==> config.mk <==
export PLATFORM = sky130hd
export DESIGN_NAME = store_buffer
export DESIGN_NICKNAME = d
export VERILOG_FILES = /design/src/rtl/store_buffer.sv
export SDC_FILE = /design/constraint.sdc
export NUM_CORES = 1
export LEC_CHECK = 0
export BUFFER_PORTS_ARGS = -buffer_cell sky130_fd_sc_hd__buf_2
export CAP_MARGIN = 20
export CORE_MARGIN = 2
export CORE_UTILIZATION = 52
export DETAILED_ROUTE_END_ITERATION = 12
export HOLD_SLACK_MARGIN = 0.08
export PLACE_DENSITY = 0.79
export SYNTH_ARGS = -nofsm -noshare
export SYNTH_HDL_FRONTEND = slang
export SYNTH_SLANG_ARGS = --single-unit
==> constraint.sdc <==
create_clock -name clk -period 3 [get_ports clk]
set_clock_uncertainty 0.2 [all_clocks]
set_input_delay 0.15 -clock clk [delete_from_list [all_inputs] [get_ports clk]]
set_output_delay 0.15 -clock clk [all_outputs]
set_load 0.02 [all_outputs]
==> src/rtl/store_buffer.sv <==
// Store buffer between the MEM stage and the word-addressed data RAM.
// Queues byte-enabled stores, drains them with read-modify-write merge, and gives loads port priority.
module store_buffer #(
  parameter int unsigned DEPTH = 4,
  parameter int unsigned PTR_W = 2
) (
  input  logic        clk,
  input  logic        reset_n,
  input  logic        st_valid,
  input  logic [31:0] st_addr,
  input  logic [31:0] st_data,
  input  logic [3:0]  st_be,
  input  logic [31:0] st_pc,
  output logic        st_ready,
  input  logic        ld_req,
  input  logic [31:0] ld_addr,
  output logic [31:0] ld_data,
  output logic        ld_stall,
  output logic        sb_empty,
  output logic [31:0] dm_addr,
  output logic [31:0] dm_wd,
  output logic        dm_we,
  output logic [31:0] dm_pc,
  input  logic [31:0] dm_rd
);

  localparam logic [PTR_W:0] FULL_CNT = (PTR_W + 1)'(DEPTH);

  logic [DEPTH-1:0] valid_q, valid_d;
  logic [29:0]      addr_q [DEPTH];
  logic [29:0]      addr_d [DEPTH];
  logic [31:0]      data_q [DEPTH];
  logic [31:0]      data_d [DEPTH];
  logic [3:0]       be_q   [DEPTH];
  logic [3:0]       be_d   [DEPTH];
  logic [31:0]      pc_q   [DEPTH];
  logic [31:0]      pc_d   [DEPTH];
  logic [PTR_W-1:0] head_q, head_d, tail_q, tail_d;
  logic [PTR_W:0]   count_q, count_d;

  logic hit, ld_grant, drain, enq;
  logic unused_addr_lsbs;

  assign unused_addr_lsbs = ^{st_addr[1:0], ld_addr[1:0]};

  assign st_ready = (count_q != FULL_CNT);
  assign sb_empty = (count_q == '0);
  assign enq      = st_valid && st_ready;
  assign ld_data  = dm_rd;
  assign ld_stall = hit;

  // Hit looks only at registered entries; a same-cycle enqueue is not visible.
  always_comb begin
    hit = 1'b0;
    for (int unsigned i = 0; i < DEPTH; i++) begin
      if (valid_q[i] && (addr_q[i] == ld_addr[31:2])) hit = 1'b1;
    end
    hit = hit && ld_req;
  end

  always_comb begin
    ld_grant = ld_req && !hit;
    drain    = !ld_grant && (count_q != '0);
    dm_we    = drain;
    dm_addr  = '0;
    dm_pc    = '0;
    if (ld_grant) begin
      dm_addr = {ld_addr[31:2], 2'b00};
    end else if (drain) begin
      dm_addr = {addr_q[head_q], 2'b00};
      dm_pc   = pc_q[head_q];
    end
  end

  // Kept apart from the address mux: dm_rd is a combinational function of dm_addr.
  always_comb begin
    dm_wd = '0;
    if (drain) begin
      for (int unsigned b = 0; b < 4; b++) begin
        dm_wd[8*b +: 8] = be_q[head_q][b] ? data_q[head_q][8*b +: 8] : dm_rd[8*b +: 8];
      end
    end
  end

  always_comb begin
    valid_d = valid_q;
    addr_d  = addr_q;
    data_d  = data_q;
    be_d    = be_q;
    pc_d    = pc_q;
    head_d  = head_q;
    tail_d  = tail_q;
    count_d = count_q;
    if (drain) begin
      valid_d[head_q] = 1'b0;
      head_d          = head_q + 1'b1;
    end
    if (enq) begin
      valid_d[tail_q] = 1'b1;
      addr_d[tail_q]  = st_addr[31:2];
      data_d[tail_q]  = st_data;
      be_d[tail_q]    = st_be;
      pc_d[tail_q]    = st_pc;
      tail_d          = tail_q + 1'b1;
    end
    if (enq && !drain)      count_d = count_q + 1'b1;
    else if (drain && !enq) count_d = count_q - 1'b1;
  end

  always_ff @(posedge clk or negedge reset_n) begin
    if (!reset_n) begin
      valid_q <= '0;
      addr_q  <= '{default: '0};
      data_q  <= '{default: '0};
      be_q    <= '{default: '0};
      pc_q    <= '{default: '0};
      head_q  <= '0;
      tail_q  <= '0;
      count_q <= '0;
    end else begin
      valid_q <= valid_d;
      addr_q  <= addr_d;
      data_q  <= data_d;
      be_q    <= be_d;
      pc_q    <= pc_d;
      head_q  <= head_d;
      tail_q  <= tail_d;
      count_q <= count_d;
    end
  end

endmodule

# Yosys cells after proc, flatten, opt, wreduce, memory -nomap -nowiden
# Cells that the tools add are included.
[totals]
register_bits = 403
wordCells = 104
[op_classes]
n_reduce_logical = 20
n_lt_le_gt_ge = 7
n_mux = 43
add_sub_neg = 4
n_eq_ne = 5
n_bitwise = 5
[op_table]
columns = ["cell", "n"]
rows = [
  ["$mux W32", 10],
  ["$bwmux W128", 2],
  ["$bmux W32 S2", 2],
  ["$bwmux W120", 1],
  ["$eq A30 B30 Y1", 4],
  ["$mux W30", 3],
  ["$demux W32 S2", 1],
  ["$bmux W30 S2", 1],
  ["$demux W30 S2", 1],
  ["$mux W8", 4],
  ["$mux W4", 5],
  ["$bwmux W16", 1],
  ["$logic_and A1 B1 Y1", 13],
  ["$bmux W4 S2", 1],
  ["$demux W4 S2", 1],
  ["$ge A3 B3 Y1 const B", 2],
  ["$lt A2 B3 Y1 const B", 2],
  ["$mux W1", 6],
  ["$mux W3", 2],
  ["$not A2 Y3", 2],
  ["$add A2 B1 Y2 const B", 2],
  ["$and A4 B4 Y4", 1],
  ["$demux W1 S2", 2],
  ["$ge A2 B1 Y1 const B", 2],
  ["other kinds (10)", 13],
]

# Logic depth before layout (Yosys ltp)
# Gate-level depths: netlist (run 1).
[logic_depth]
ltp_word = 14
depth_mapped = 14

# Worst setup path after synthesis (run 1)
# No wires, ideal clock.
[synth_timing]
path_type = "register to register"
start = "register addr_q[55] (netlist bit)"
end = "register count_q[1]"
setup_slack_ns = -0.042
arrival_time_ns = 2.717
setup_ns = 0.125
required_time_ns = 2.675
stages_incl_launch_ff = 12
path_cell_list = "dfrtp_1 > xnor2_2 > o2111ai_1 > or4_1 > o32ai_2 > o31ai_2 > buf_6 > buf_6 > ha_1 > inv_1 > fa_1 > mux2_2"
[synth_between]
elab_chain_len = 12
elab_cells_between_ends = 14
[synth_rtl]
columns = ["element", "line_no", "rtl"]
rows = [
  ["from (decl)", "30", "logic [29:0] addr_q [DEPTH];"],
  ["from (signal assigned)", "122", "addr_q <= addr_d;"],
  ["$eq A30 B30 Y1", "56", "if (valid_q[i] && (addr_q[i] == ld_addr[31:2])) hit = 1'b1;"],
  ["$logic_and A1 B1 Y1", "56", ""],
  ["$mux W1 (2 in a row)", "56", ""],
  ["$logic_and A1 B1 Y1", "58", "hit = hit && ld_req;"],
  ["$logic_not A1 Y1", "62", "ld_grant = ld_req && !hit;"],
  ["$logic_and A1 B1 Y1", "62", ""],
  ["$logic_not A1 Y1", "63", "drain = !ld_grant && (count_q != '0);"],
  ["$logic_and A1 B1 Y1", "63", ""],
  ["$logic_not A1 Y1", "106", "if (enq && !drain) count_d = count_q + 1'b1;"],
  ["$logic_and A1 B1 Y1", "106", ""],
  ["$mux W3", "106", ""],
  ["net count_d[1]", "39", "logic [PTR_W:0] count_q, count_d;"],
  ["to (signal assigned)", "128", "count_q <= count_d;"],
  ["to (decl)", "39", ""],
]
# The timed path passes the listed nets, and every way through them passes these cells.
# A chain may end at the register's enable or synchronous reset.

# Worst setup path after layout (run 1)
[layout_timing]
start = "register addr_q[20] (netlist bit)"
end = "output port dm_addr[18]"
[layout_between]
elab_chain_len = 10
[layout_rtl]
columns = ["element", "line_no", "rtl"]
rows = [
  ["$eq A30 B30 Y1 (*)", "56", ""],
  ["$logic_and A1 B1 Y1 (*)", "56", ""],
  ["$mux W1 (*)", "56", ""],
  ["$logic_and A1 B1 Y1 (*)", "58", ""],
  ["$logic_not A1 Y1 (*)", "62", ""],
  ["$logic_and A1 B1 Y1 (*)", "62", ""],
  ["$logic_not A1 Y1", "63", ""],
  ["$logic_and A1 B1 Y1", "63", ""],
  ["$mux W32", "69", "end else if (drain) begin"],
  ["$mux W32 (*)", "67", "if (ld_grant) begin"],
  ["to (decl)", "20", "output logic [31:0] dm_addr,"],
]
# Every way passes the cells marked *; elsewhere a longest branch is shown, timed or not.

==> flow_summary.rst, run 1 <==
.. list-table::
   :header-rows: 1

   * - Metric
     - Value
   * - Status
     - finished, violations left
   * - Violated checks
     - negative setup slack
   * - DR vias
     - 13400
   * - Filler Cell Count
     - 2512
   * - Cell total after placement
     - around 2100
   * - Total count of hold-check failures in the final report
     - 0
   * - Maxcap violations
     - 0
   * - Fin crit share
     - 1.12
   * - Slew Limit Fails
     - 0
   * - Overall fraction of global-route tracks in use
     - 0.261
   * - Hold/Removal Path Class
     - input port to flip-flop
   * - Num Clock Sinks
     - 403
   * - Minimum clock period
     - 3.37 ns
   * - I/O pin count
     - 300
   * - Placed instance area
     - between 20000 and 25000 µm²
   * - Util after Layout
     - 0.683
   * - Maximum net fanout on the critical path
     - 8
   * - Detailed Route WL
     - approximately 56 mm
   * - Largest net degree at the start of global routing
     - between 80 and 90
   * - Most common cell after layout, fill and taps aside
     - sky130_fd_sc_hd__dfrtp_1
   * - Yosys warnings
     - 0
   * - Wire length of the first global-routing pass
     - ~83 mm
   * - Post-detailed-route count of antenna-violating nets
     - 0
   * - Number of enable-type register cells in the synthesized netlist
     - 0
   * - Number of instances in the synthesized netlist
     - ~1400
   * - Post-route cell area
     - roughly 26000 µm²
   * - Most frequent cells in the layout
     - 401 x sky130_fd_sc_hd__dfrtp_1, 393 x sky130_fd_sc_hd__mux2_2, 198 x sky130_fd_sc_hd__buf_2
   * - Area share of the leading cell type in the synthesized netlist
     - 0.495
   * - Number of different library cells in the post-synthesis netlist
     - 37
   * - Final weighted congestion of routability-driven global placement
     - just over 0.9
   * - Sum of overflow across all layers after global routing
     - 0
   * - Yosys reg bits
     - 403
   * - Power per cell area
     - about 1200 nW/µm²
   * - Horizontal die dimension
     - 202 µm
   * - Worst path required time
     - between 2 and 3 ns
   * - Cell area after technology mapping
     - 20400 µm²
   * - Critical path launch point type
     - flip-flop
   * - Average instance area after synthesis
     - 14.2 µm²
   * - Largest cells by area after synthesis
     - sky130_fd_sc_hd__dfrtp_1 49%, sky130_fd_sc_hd__mux2_2 22%, sky130_fd_sc_hd__mux4_2 11%
   * - Largest stage delay on the critical path
     - ~0.55 ns
   * - Detail-routed net length per standard cell
     - about 24 µm
   * - Number of buffers inserted during clock tree synthesis
     - 44
   * - Worst endpoint data arrival time
     - between 3 and 4 ns
   * - DIE AREA
     - 40800 µm²
   * - Proportion of synthesized chip area in sequential cells
     - 0.495
   * - Clock insertion delay at the later pin of the skew report
     - between 0.5 and 0.6 ns
   * - Worst setup timing slack at the placement stage
     - between 0.03 and 0.04 ns
   * - Clock slew at reported path FFs
     - 0.06 ns
   * - Detailed-routing iteration count for the pre-antenna-repair pass
     - 6
   * - CTS tree
     - done
   * - Power after layout
     - around 31 mW
   * - Antenna violations before repair
     - 3
   * - Asr flop ratio synth
     - 1.00
   * - Post-route non-filler standard cell count
     - around 2400
   * - Layout Area Growth over Synthesis
     - 29.5%
   * - Final count of negative-setup-slack endpoints
     - 97
   * - Slowest cell on the critical path
     - sky130_fd_sc_hd__or4_4
   * - Most used DFF post-synth
     - sky130_fd_sc_hd__dfrtp_1
   * - Number of buffers between clock root and the deepest sink
     - 3
   * - Initial Utilization
     - 0.527
   * - Maximum VDD drop
     - between 0.0007 and 0.0008 V
   * - Starting DRT DRC Count
     - between 800 and 900
   * - Placeable Area
     - 38600 µm²
   * - Kind of critical path
     - flip-flop to primary output
   * - Half-perimeter wire length after placement
     - around 33 mm
   * - CP endpoint kind
     - primary output
   * - Fraction of layout cells with a size suffix above 1
     - 0.563
   * - Least-Margin Pin Slew
     - 0.730 ns
   * - Slew Limit Headroom
     - 0.514
   * - Clock tree root buffer cell
     - sky130_fd_sc_hd__clkbuf_16
   * - Setup repair after global routing missed its margin
     - yes
   * - Family with the most delay on the worst path
     - simple AND/OR/NAND/NOR gates
   * - Count of buffers from port buffering
     - about 290
   * - Leakage power total
     - between 10 and 15 nW
   * - Final setup slack of the worst path
     - -0.371 ns
   * - Highest attainable clock frequency
     - roughly 300 MHz
   * - Chip height
     - approximately 200 µm
   * - Cell-by-cell listing of the critical path
     - xnor2_1 > nand4_1 > or4_4 > o32ai_4 > or3_4 > buf_12 > mux2i_4 > buf_6
   * - Number of placement rows
     - just over 70
   * - DR DRC count
     - 0
   * - Total number of H-tree levels
     - 2
   * - Nets
     - 1978
   * - Largest area contributor in the netlist
     - sky130_fd_sc_hd__dfrtp_1
   * - Critical path buffers and inverters
     - 2
   * - Number of global-route vias before repair
     - 14700
   * - Drt via density
     - roughly 5.7
==> state kept, by name, indices dropped and copies added, names as in the netlist <==
name / cells
be_q: 16
pc_q: 128
count_q: 3
valid_q: 4
addr_q: 120
head_q: 2
tail_q: 2
data_q: 128
==> power by group <==
| part | internal (mW) | switching [mW] | leakage (nW) |
|---|---|---|---|
| Clock | 3.28 | 2.24 | 0.738 |
| Sequential | 8.27 | 2.06 | 4.78 |
| Combinational | 8.43 | 6.73 | 6.17 |
| Total | 20.0 | 11.0 | 11.7 |
==> per-stage QoR <==
| step | hold WS (ns) | setup TNS [ns] |
|---|---|---|
| after global placement | 0.0163 | 0 |
| final | 0.120 | -25.85 |
| after global routing | 0.155 | -34.99 |
| after CTS | 0.0847 | -22.75 |
| after detailed placement | 0.0212 | 0 |
| after floorplan | -0.346 | -0.00878 |
==> layer usage <==
metal	track usage	up-vias	share of wire
li1	-	5837	-
met1	0.340	7050	0.41
met2	0.435	441	0.50
met3	0.0498	113	0.056
met4	0.105	0	0.034
met5	0	-	0
==> synth_stat cells, drive strengths merged, types with 16 or more instances <==
master,instances
dfrtp,403
mux2,394
mux4,98
buf,82
xor2,71
clkbuf,63
mux2i,62
xnor2,52
inv,38
nand2,38
nor2,35
nor2b,32
nand4,16
==> area by class of cell <==
class	count	area [µm²]	share of cell area
multi-input cells	854	10100	0.384
clock inverters	19	183	0.00692
diodes	3	7.51	0.000284
inverters	38	148	0.00559
repair buffers	459	3890	0.148
flip-flops and latches	403	10100	0.382
well taps	518	648	0.0246
clock buffers	61	1300	0.0491
==> final timing paths <==
check,from,slack (ns),endpoint,cells past startpoint
max reg2reg,addr_q[70]$_DFFE_PN0P_,-0.21,count_q[1]$_DFFE_PN0P_,13
max in group asynchronous,reset_n,1.16,pc_q[114]$_DFFE_PN0P_,4
max,addr_q[20]$_DFFE_PN0P_,-0.37,dm_addr[18],8
min reg2reg,data_q[36]$_DFFE_PN0P_,0.30,data_q[36]$_DFFE_PN0P_,1
min in group asynchronous,reset_n,0.51,addr_q[101]$_DFFE_PN0P_,3
min,st_valid,0.12,valid_q[3]$_DFF_PN0_,4
==> worst reg2reg max path, cell delays in order, from the launching register on <==
cell                      delay (ns)
sky130_fd_sc_hd__dfrtp_1        0.39
sky130_fd_sc_hd__xnor2_1        0.20
sky130_fd_sc_hd__buf_4          0.16
sky130_fd_sc_hd__nand4_1        0.08
sky130_fd_sc_hd__or4_1          0.47
sky130_fd_sc_hd__o22ai_1        0.16
sky130_fd_sc_hd__buf_4          0.16
sky130_fd_sc_hd__o31ai_4        0.11
sky130_fd_sc_hd__buf_12         0.18
sky130_fd_sc_hd__buf_6          0.12
sky130_fd_sc_hd__ha_4           0.15
sky130_fd_sc_hd__inv_2          0.04
sky130_fd_sc_hd__fa_1           0.39
sky130_fd_sc_hd__mux2_4         0.27
==> repair_timing <==
item                       CTS  global route
setup endpoints to repair   96            97
resized for setup          140           190
pin swaps                    5            34
hold endpoints to repair   795             0
hold buffers               100             0
cloned                       3             8
setup buffers                5             7
==> cells by family (layout without fill, tap and decap cells) <==
family | after synthesis | after routing | synth area share
buffers and inverters | 183 | 577 | 0.0457
xor gates and xnor gates | 123 | 123 | 0.0532
and+or+nand+nor | 151 | 151 | 0.0373
muxes | 554 | 554 | 0.357
AOI/OAI and AO/OA | 14 | 14 | 0.00553
adders and majority gates | 10 | 10 | 0.00651
DFF | 403 | 403 | 0.495
other | 1 | 5 | 0.000184
(Power assumes the default switching activity.)
==> run 2: changes to the inputs <==
--- a/config.mk
+++ b/config.mk
@@ -8,10 +8,10 @@
 export BUFFER_PORTS_ARGS = -buffer_cell sky130_fd_sc_hd__buf_2
 export CAP_MARGIN = 20
 export CORE_MARGIN = 2
-export CORE_UTILIZATION = 52
+export CORE_UTILIZATION = 40
 export DETAILED_ROUTE_END_ITERATION = 12
 export HOLD_SLACK_MARGIN = 0.08
-export PLACE_DENSITY = 0.79
+export PLACE_DENSITY = 0.64
 export SYNTH_ARGS = -nofsm -noshare
 export SYNTH_HDL_FRONTEND = slang
 export SYNTH_SLANG_ARGS = --single-unit
==> run 2 against run 1 <==
The run still ends with negative setup slack left; via count decreased by 1.9%; critical path depth increased by 2; routed wire length increased by 0.84%; critical endpoint is now dm_addr[26]; largest cell class is now registers; highest routed layer unchanged.
==> flow_summary.rst, run 2 (synthesis results as in run 1) <==
.. list-table::
   :header-rows: 1

   * - Metric
     - Value
   * - Leakage power total
     - 11.8 nW (+1.3%)
   * - Number of buffers inserted during clock tree synthesis
     - 46 (+4.5%)
   * - Cell total after placement
     - 2318 (+7.9%)
   * - Critical R2R Capture
     - count_q[1]$_DFFE_PN0P_
   * - Seq pwr share
     - 0.324 (-0.009)
   * - Sum of overflow across all layers after global routing
     - 0 (unchanged)
   * - Clock insertion delay at the later pin of the skew report
     - 0.57 ns (about the same)
   * - Hold slack final
     - 0.191 ns (+0.0708 ns)
   * - Kind of critical path
     - flip-flop to primary output
   * - Maxcap violations
     - 0 (unchanged)
   * - Detailed-routing iteration count for the pre-antenna-repair pass
     - 4 (-2)
   * - Status
     - finished, violations left
   * - Number of buffers between clock root and the deepest sink
     - 3 (unchanged)
   * - Clock slew at reported path FFs
     - 0.06 ns (about the same)
   * - Drt via density
     - 5.21 (-8.6%)
   * - Power after layout
     - 31.4 mW (+1.4%)
   * - Final weighted congestion of routability-driven global placement
     - 0.916 (-1.3%)
   * - Power per cell area
     - 1170 nW/µm² (-0.17%)
   * - Post-route non-filler standard cell count
     - 2529 (+7.4%)
   * - Detailed Route WL
     - 56.2 mm (+0.84%)
   * - Leading registers by flop count
     - data_q (128), pc_q (128), addr_q (120)
   * - Count of buffers from port buffering
     - 293 (unchanged)
   * - Highest attainable clock frequency
     - 287 MHz (-3.3%)
   * - Violated checks
     - negative setup slack
   * - Worst hold path endpoint
     - pc_q[13]$_DFFE_PN0P_
   * - Fin crit share
     - 1.16 (+0.0378)
   * - Antenna violations before repair
     - 1 (-2)
   * - Half-perimeter wire length after placement
     - 35.2 mm (+6.3%)
   * - I/O pin count
     - 300 (unchanged)
   * - Setup repair after global routing missed its margin
     - yes
   * - Internal power
     - 20.5 mW (+2.6%)
   * - Critical path launch point type
     - flip-flop
   * - Post-detailed-route count of antenna-violating nets
     - 0 (unchanged)
   * - Depth of the worst hold-timing path
     - 3 (-1)
   * - Detail-routed net length per standard cell
     - 22.2 µm (-6.1%)
   * - Clock tree root buffer cell
     - sky130_fd_sc_hd__clkbuf_16
   * - Slew Limit Fails
     - 0 (unchanged)
   * - Largest net degree at the start of global routing
     - 80 (-1.2%)
   * - Worst endpoint data arrival time
     - 3.13 ns (+0.11 ns)
   * - Most common cell after layout, fill and taps aside
     - sky130_fd_sc_hd__dfrtp_1
   * - Num Clock Sinks
     - 403 (unchanged)
   * - DIE AREA
     - 52800 µm² (+29%)
   * - Hold/Removal Path Class
     - input port to flip-flop
   * - DR vias
     - 13200 (-1.9%)
   * - Number of global-route vias before repair
     - 14300 (-3.2%)
   * - Comb power frac
     - 0.482 (-0.007)
   * - Starting DRT DRC Count
     - 703 (-13%)
   * - Minimum clock period
     - 3.48 ns (+0.113 ns)
   * - Fraction of layout cells with a size suffix above 1
     - 0.561 (-0.00182)
   * - Layout Area Growth over Synthesis
     - 31.6%
   * - CP endpoint kind
     - primary output
   * - DR DRC count
     - 0 (unchanged)
   * - Chip height
     - 230 µm (+14%)
   * - Final setup slack of the worst path
     - -0.484 ns (-0.113 ns)
   * - Depth of the worst register-to-register path
     - 13 (unchanged)
   * - Util after Layout
     - 0.535 (-0.148)
   * - Maximum VDD drop
     - 0.000818 V (+13%)
   * - Least-Margin Pin Slew
     - 0.703 ns (-0.0268 ns)
   * - Total number of H-tree levels
     - 2 (unchanged)
   * - Filler Cell Count
     - 4078 (+62%)
   * - Placeable Area
     - 50200 µm² (+30%)
   * - Net switching power of the design
     - 11.0 mW (-0.72%)
   * - Initial Utilization
     - 0.406 (-0.121)
   * - Fraction of power spent switching nets
     - 0.348 (-0.00758)
   * - CTS tree
     - done
   * - Slew Limit Headroom
     - 0.531 (+0.0179)
   * - Clk pwr share
     - 0.194 (+0.016)
   * - Worst path required time
     - 2.65 ns (about the same)
   * - Slack of the worst reg-to-reg path
     - -0.35 ns (-0.14 ns)
   * - Horizontal die dimension
     - 230 µm (+14%)
   * - Most frequent cells in the layout
     - 401 x sky130_fd_sc_hd__dfrtp_1, 394 x sky130_fd_sc_hd__mux2_2, 197 x sky130_fd_sc_hd__buf_2
   * - Nets
     - 1997 (+0.96%)
   * - Hold path startpoint
     - st_pc[13]
   * - Startpoint of the lowest-slack register-to-register path
     - addr_q[101]$_DFFE_PN0P_
   * - Number of placement rows
     - 82 (+14%)
   * - Overall fraction of global-route tracks in use
     - 0.209 (-0.0522)
   * - Wire length of the first global-routing pass
     - 84.8 mm (+2.1%)
   * - Total count of hold-check failures in the final report
     - 0 (unchanged)
   * - Maximum net fanout on the critical path
     - 8 (unchanged)
   * - Final count of negative-setup-slack endpoints
     - 99 (+2.1%)
run 2: cell count changes in the layout (fill, tap and decap cells not counted), moves of 4 or more:
cell / before / now
sky130_fd_sc_hd__buf_6: 63 / 70
sky130_fd_sc_hd__clkbuf_1: 5 / 9
sky130_fd_sc_hd__xor2_2: 21 / 10
sky130_fd_sc_hd__xor2_1: 50 / 61
sky130_fd_sc_hd__clkinv_2: 12 / 7
sky130_fd_sc_hd__bufinv_16: 3 / 7
sky130_fd_sc_hd__buf_4: 66 / 78
run 2: final cells by class:
cell class	count	area (µm²)	share of cell area
antenna	1	2.50	0.0000933
clock buffer	69	1390	0.0518
clock inverter	16	262	0.00975
inverter	38	145	0.00541
multi-input combinational	854	10100	0.375
sequential	403	10100	0.376
tap	672	841	0.0314
timing repair buffer	476	4020	0.150
run 2: what timing repair did:
| action | 4_1_cts | 5_1_grt |
|---|---|---|
| endpoints found under the hold margin | 792 | 0 |
| cloned | 7 | 3 |
| buffers inserted | 11 | 5 |
| pin swaps | 7 | 28 |
| endpoints found under the setup margin | 97 | 99 |
| hold buffers | 101 | 0 |
| gates resized for setup | 166 | 155 |
run 2: metal layers:
metal / up-vias / GRT usage / routed length [µm]
li1: 5874 / - / -
met4: 0 / 0.0611 / 1670
met3: 101 / 0.0373 / 2580
met2: 290 / 0.353 / 27800
met1: 6921 / 0.277 / 24200
met5: - / 0 / 0
run 2: how the worst max path moves through the flow:
stage	startpoint	slack (ns)	end	depth (start not counted)
finish	addr_q[101]$_DFFE_PN0P_	-0.48	dm_addr[26]	10
global route	addr_q[99]$_DFFE_PN0P_	-0.59	dm_addr[13]	11
CTS	addr_q[70]$_DFFE_PN0P_	-0.50	dm_addr[13]	12
detailed placement	addr_q[99]$_DFFE_PN0P_	-0.05	count_q[1]$_DFFE_PN0P_	10
global placement	addr_q[99]$_DFFE_PN0P_	-0.05	count_q[1]$_DFFE_PN0P_	10
floorplan	addr_q[47]$_DFFE_PN0P_	-0.009	count_q[1]$_DFFE_PN0P_	11
run 2: through the flow:
step,area (µm²),TNS [ns],setup WS [ns]
floorplan,20400,-0.00878,-0.00878
global placement,22600,-0.0668,-0.0460
detailed placement,22600,-0.0865,-0.0494
CTS,26100,-34.06,-0.502
global route,26800,-47.65,-0.594
finish,26800,-37.93,-0.484
run 2: worst max-delay path: stages, from the launching register on:
cell and delay [ns]:
sky130_fd_sc_hd__dfrtp_1 0.40, sky130_fd_sc_hd__xnor2_1 0.33, sky130_fd_sc_hd__nand4_1 0.21, sky130_fd_sc_hd__or4_4 0.47
sky130_fd_sc_hd__o22ai_4 0.14, sky130_fd_sc_hd__buf_6 0.13, sky130_fd_sc_hd__buf_6 0.09, sky130_fd_sc_hd__or3_4 0.13
sky130_fd_sc_hd__buf_12 0.14, sky130_fd_sc_hd__mux2i_1 0.30, sky130_fd_sc_hd__buf_2 0.22
run 2: power by group through the flow:
stage | clock (mW) | sequential, mW | combinational, mW
floorplan | 0 | 9.46 | 9.75
CTS | 6.22 | 10.2 | 14.2
detailed placement | 0 | 10.2 | 13.0
finish | 6.09 | 10.2 | 15.2
global placement | 0 | 10.0 | 12.8
global route | 6.47 | 10.6 | 16.1
